### config.mk
export PLATFORM = sky130hd
export DESIGN_NAME = fetch_sequencer
export DESIGN_NICKNAME = d
export VERILOG_FILES = /design/src/rtl/fetch_sequencer_pkg.sv /design/src/rtl/fetch_sequencer_branch_lut.sv /design/src/rtl/fetch_sequencer.sv
export SDC_FILE = /design/constraint.sdc
export NUM_CORES = 1
export LEC_CHECK = 0
export CAP_MARGIN = 25
export CORE_ASPECT_RATIO = 1.4
export CORE_MARGIN = 2
export CORE_UTILIZATION = 50
export DETAILED_ROUTE_END_ITERATION = 6
export GPL_TIMING_DRIVEN = 0
export PLACE_DENSITY_LB_ADDON = 0.1
export SYNTH_ARGS = -nofsm -noshare
export SYNTH_HDL_FRONTEND = slang
export SYNTH_SLANG_ARGS = --single-unit
### constraint.sdc
create_clock -name CLK -period 2.1 [get_ports CLK]
set_clock_uncertainty 0.1 [all_clocks]
set_input_delay 0.42 -clock CLK [delete_from_list [all_inputs] [get_ports CLK]]
set_output_delay 0.42 -clock CLK [all_outputs]
set_load 0.02 [all_outputs]
### src/rtl/fetch_sequencer_pkg.sv
// Shared types and defaults for the fetch sequencer and its branch-target table.
package fetch_sequencer_pkg;

    typedef enum logic [1:0] {
        ST_IDLE = 2'd0,
        ST_RUN  = 2'd1,
        ST_HALT = 2'd2
    } seq_state_e;

    localparam int PC_W_DEF      = 10;
    localparam int LUT_IDX_W_DEF = 5;
    localparam int START_ADDR    = 0;

endpackage

### src/rtl/fetch_sequencer_branch_lut.sv
// Branch-target table: instruction field -> absolute PC, fixed at elaboration.
module branch_lut
    import fetch_sequencer_pkg::*;
#(
    parameter int PC_W       = PC_W_DEF,
    parameter int LUT_IDX_W  = LUT_IDX_W_DEF,
    parameter int START_ADDR = fetch_sequencer_pkg::START_ADDR
) (
    input  logic [LUT_IDX_W-1:0] lut_idx,
    output logic [PC_W-1:0]      target
);

    always_comb begin
        target = PC_W'(START_ADDR);
        case (lut_idx)
            LUT_IDX_W'(1): target = '1;          // top of memory, exercises PC wrap
            LUT_IDX_W'(2): target = PC_W'(16);
            LUT_IDX_W'(3): target = PC_W'(40);
            LUT_IDX_W'(4): target = PC_W'(100);
            default:       target = PC_W'(START_ADDR);
        endcase
    end

endmodule

### src/rtl/fetch_sequencer.sv
// Program-counter sequencer: steps/branches the PC one instruction per cycle
// from ALU branch outcomes, with run/halt status and a retired-instruction count.
module fetch_sequencer
    import fetch_sequencer_pkg::*;
#(
    parameter int PC_W       = PC_W_DEF,
    parameter int LUT_IDX_W  = LUT_IDX_W_DEF,
    parameter int START_ADDR = fetch_sequencer_pkg::START_ADDR,
    parameter int CNT_W      = 16
) (
    input  logic                 CLK,
    input  logic                 Reset_n,
    input  logic                 start,
    input  logic                 halt_req,
    input  logic                 branch_taken,
    input  logic                 branch_skip,
    input  logic [LUT_IDX_W-1:0] lut_idx,
    output logic [PC_W-1:0]      pc_out,
    output logic                 running,
    output logic                 done,
    output logic [CNT_W-1:0]     instr_count,
    output logic                 seq_err
);

    seq_state_e        state_q, state_d;
    logic [PC_W-1:0]   pc_q, pc_d, target;
    logic [CNT_W-1:0]  cnt_q, cnt_d;
    logic              err_q, err_d;

    branch_lut #(
        .PC_W       (PC_W),
        .LUT_IDX_W  (LUT_IDX_W),
        .START_ADDR (START_ADDR)
    ) u_lut (
        .lut_idx (lut_idx),
        .target  (target)
    );

    always_ff @(posedge CLK or negedge Reset_n) begin
        if (!Reset_n) begin
            state_q <= ST_IDLE;
            pc_q    <= PC_W'(START_ADDR);
            cnt_q   <= '0;
            err_q   <= 1'b0;
        end else begin
            state_q <= state_d;
            pc_q    <= pc_d;
            cnt_q   <= cnt_d;
            err_q   <= err_d;
        end
    end

    always_comb begin
        state_d = state_q;
        pc_d    = pc_q;
        cnt_d   = cnt_q;
        err_d   = err_q;
        case (state_q)
            ST_IDLE, ST_HALT: begin
                if (start) begin
                    state_d = ST_RUN;
                    pc_d    = PC_W'(START_ADDR);
                    cnt_d   = '0;
                    err_d   = 1'b0;
                end
            end
            ST_RUN: begin
                // halt_req counts as a retired instruction too
                if (cnt_q != '1)
                    cnt_d = cnt_q + CNT_W'(1);
                if (branch_taken && branch_skip)
                    err_d = 1'b1;
                if (halt_req)
                    state_d = ST_HALT;
                else if (branch_taken)
                    pc_d = target;
                else if (branch_skip)
                    pc_d = pc_q + PC_W'(2);
                else
                    pc_d = pc_q + PC_W'(1);
            end
            default: state_d = ST_IDLE;
        endcase
    end

    assign pc_out      = pc_q;
    assign running     = (state_q == ST_RUN);
    assign done        = (state_q == ST_HALT);
    assign instr_count = cnt_q;
    assign seq_err     = err_q;

endmodule

==> impl_results.md <==
- Status: complete, no violations
- Flop pwr share: 42.1%
- CTS max path bufs: 2
- Total Routing Usage GR: 26.8%
- FF-to-FF End: instr_count[9]
- Clock latency on the worst-skew pair: 280 ps
- Pwr dens: 678 nW/um2
- Die Y: 75.3 um
- FF+latch area: 726 um2
- CTS H-tree depth: 2
- Fmax: 490 MHz
- Startpoint Class: input port
- Die W: 54.9 um
- Hold Fails Final Rpt: 0
- Crit path time final: 2040 ps
- Peak supply drop: 0.672 mV
- Cell area after synthesis: 1820 um2
- WHS Path Cells: 2
- I/O pin total: 40
- Synth unique cells: 54
- Net Count, Synth: 219
- Max Slew Vio Count: 0
- Synthesized instance count: 205
- Core Footprint: 3440 um2
- Register-to-Register Path Depth: 5
- Post-synth top flop: dfrtp_1
- WL final: 4.90 mm
- Internal power: 0.00106 W
- Initial DRC count: 52
- Crit path DAT: 2140 ps
- Worst EP required: 2200 ps
- Setup CP Type: input port to flip-flop
- CTS tree: built
- Multi-input logic area: 1070 um2
- Leak: 0.979 nW
- Detailed-route DRC error count: 0
- Ys async rst share: 100%
- Class of the worst hold path: flip-flop to flip-flop
- Crit end category: flip-flop
- Area growth, synth to finish: 32.7%
- Detail Route Antenna Nets: 0
- Final setup fails: 0
- Sink Count: 29
- Sw Ratio: 34.8%
- Syn avg cell area: 8.86 um2
- Register area share after synthesis: 40.0%
- Critical R2R Launch: state_q[1]
- Number of flops mapped to enable cells by yosys: 0
- Total number of vias: 1865
- N_diodes: 0
- Post-synthesis register bit count: 29
- Combinational fraction of design power: 30.3%
- First-pass GRT wire length: 7.89 mm
- Clock power share: 27.6%
- Initial Utilization: 52.8%
- RSZ-0062 raised after global routing: false
- Pre-antenna DRT Iters: 4
- HPWL after DPL: 3.61 mm
- Max_slew headroom: 51.9%
- TritonCTS Buffers: 5
- FF-to-FF setup slack: 140 ps
- DR WL/cell: 16.8 um
- Crit path max fanout: 8
- Vias per inst: 6.39
- Hold EP: seq_err
- Fin Hold WS: 406 ps
- Row count: 25
- Fill cells: 292
- Largest net degree at the start of global routing: 18
- Slew at the pin with the worst max-slew slack: 715 ps
- Initial antenna violation count: 0
- Vias in the first global route: 1710
- Total power: 0.00163 W
- Root Buffer: clkbuf_8
- Yosys Warn Count: 0
- Layout cells sized above 1: 11.5%
- Grt ovf: 0
- Final worst path period share: 97.2%
- Nets: 265
- Final GP Congestion: 0.837
- Sw power: 0.000568 W
- Cts hold-fix bufs: 0
- I/O Buffers: 38
- Total Die Area: 4140 um2
- Reg clk slew, reported paths: 60 ps
- Max_cap viols: 0
- Beginning of the worst hold path: seq_err
[routing by layer]
layer  part of all wire, %  wire length, um  global-route usage (%)
met1                    38             1860                    30.2
met4                   2.7              133                    14.1
met3                   5.3              259                    7.06
met2                    54             2650                    45.2
met5                     0                0                       0
[power groups by stage]
stage	combinational (W)	clock, W	sequential, W
3_5_place_dp	0.000477	0	0.000691
4_1_cts	0.000486	0.000458	0.000681
6_report	0.000495	0.000451	0.000687
2_1_floorplan	0.000222	0	0.000730
5_1_grt	0.000535	0.000490	0.000695
3_3_place_gp	0.000462	0	0.000689
[cells by family after synthesis]
kind of cell | count (synthesis) | synth area share [%]
and+or+nand+nor | 84 | 24.9
AOI/OAI and AO/OA | 67 | 25.8
DFF | 29 | 40.0
buffers and inverters | 14 | 3.10
xor gates and xnor gates | 4 | 1.93
muxes | 4 | 2.27
adders and majority gates | 3 | 2.07
[metrics by stage]
step | cell area, um2 | utilization, % | instances | setup slack, ps | setup TNS [ps]
after CTS | 2370 | 68.9 | 292 | 4.87 | 0
after global routing | 2410 | 70.0 | 292 | 5.74 | 0
after global placement | 2250 | 65.3 | 283 | -420 | -4810
after detailed placement | 2270 | 66.1 | 284 | -425 | -5160
final | 2410 | 70.0 | 292 | 59.2 | 0
after floorplan | 1820 | - | 205 | 246 | 0
[synthesized netlist by cell type, types with 3 or more instances]
cell type  count  area, um2
o41ai_1        3       26.3
o2111ai_1      3       26.3
mux2i_1        3       30.0
nor3_1         6       30.0
a21oi_1       14       70.1
dfrtp_1       29        726
nand2_1       21       78.8
xnor2_1        3       26.3
ha_1           3       37.5
nand3b_1       3       22.5
o21ai_0       12       60.1
nor2b_1        3       18.8
inv_1          7       26.3
clkbuf_1       3       11.3
o311ai_0       3       26.3
o211ai_1       4       30.0
nand3_1        8       40.0
nor4_1         3       18.8
nand4_1        6       37.5
nor2_1        12       45.0
a211oi_1       3       22.5
nand2b_1       6       37.5
and3_1         3       18.8
a31oi_1        4       25.0
[worst max-delay path by stage]
stage                         startpoint              to  slack (ps)  cells past startpoint
after floorplan           instr_count[6]  instr_count[9]         250                      5
after global routing               start       pc_out[8]           6                      6
after CTS                     state_q[1]         running           5                      4
after detailed placement    branch_taken       pc_out[9]        -420                      5
final                              start       pc_out[8]          60                      6
after global placement      branch_taken       pc_out[8]        -420                      5
[flip-flops by register name, indices dropped and copies added, names as in the netlist]
| register | cells |
|---|---|
| instr_count | 16 |
| pc_out | 10 |
| state_q | 2 |
| seq_err | 1 |
[cell type report]
class | count | area share, %
clock buffers | 6 | 3.01
plain buffers | 7 | 1.61
inverters | 7 | 1.09
clock inverters | 2 | 0.415
flip-flops and latches | 29 | 30.1
repair buffers | 39 | 17.1
multi-input cells | 162 | 44.6
well taps | 40 | 2.08
[placed cells by master, fill, tap and decap left out, types with 4 or more instances in the layout]
cell type | synthesis | final
nand2b_1 | 6 | 5
nor3_1 | 6 | 5
nor2_1 | 12 | 12
nand3_1 | 8 | 8
clkdlybuf4s50_1 | 0 | 36
o21ai_0 | 12 | 12
nand2_1 | 21 | 21
a31oi_1 | 4 | 4
dfrtp_1 | 29 | 29
clkbuf_8 | 0 | 5
nand4_1 | 6 | 6
o211ai_1 | 4 | 4
a21oi_1 | 14 | 14
inv_1 | 7 | 6
[critical path, cell delays in order]
cell             delay, ps
clkdlybuf4s50_1        440
nor2b_1                220
nor2_1                 540
inv_1                  200
o211a_1                170
o21ai_0                140
[what timing repair did]
item	in CTS	in global routing
buffers inserted	0	0
pin swaps	0	1
gates resized for setup	9	8
endpoints found under the setup margin	10	13
No activity file was read; power rests on OpenSTA's default activity.
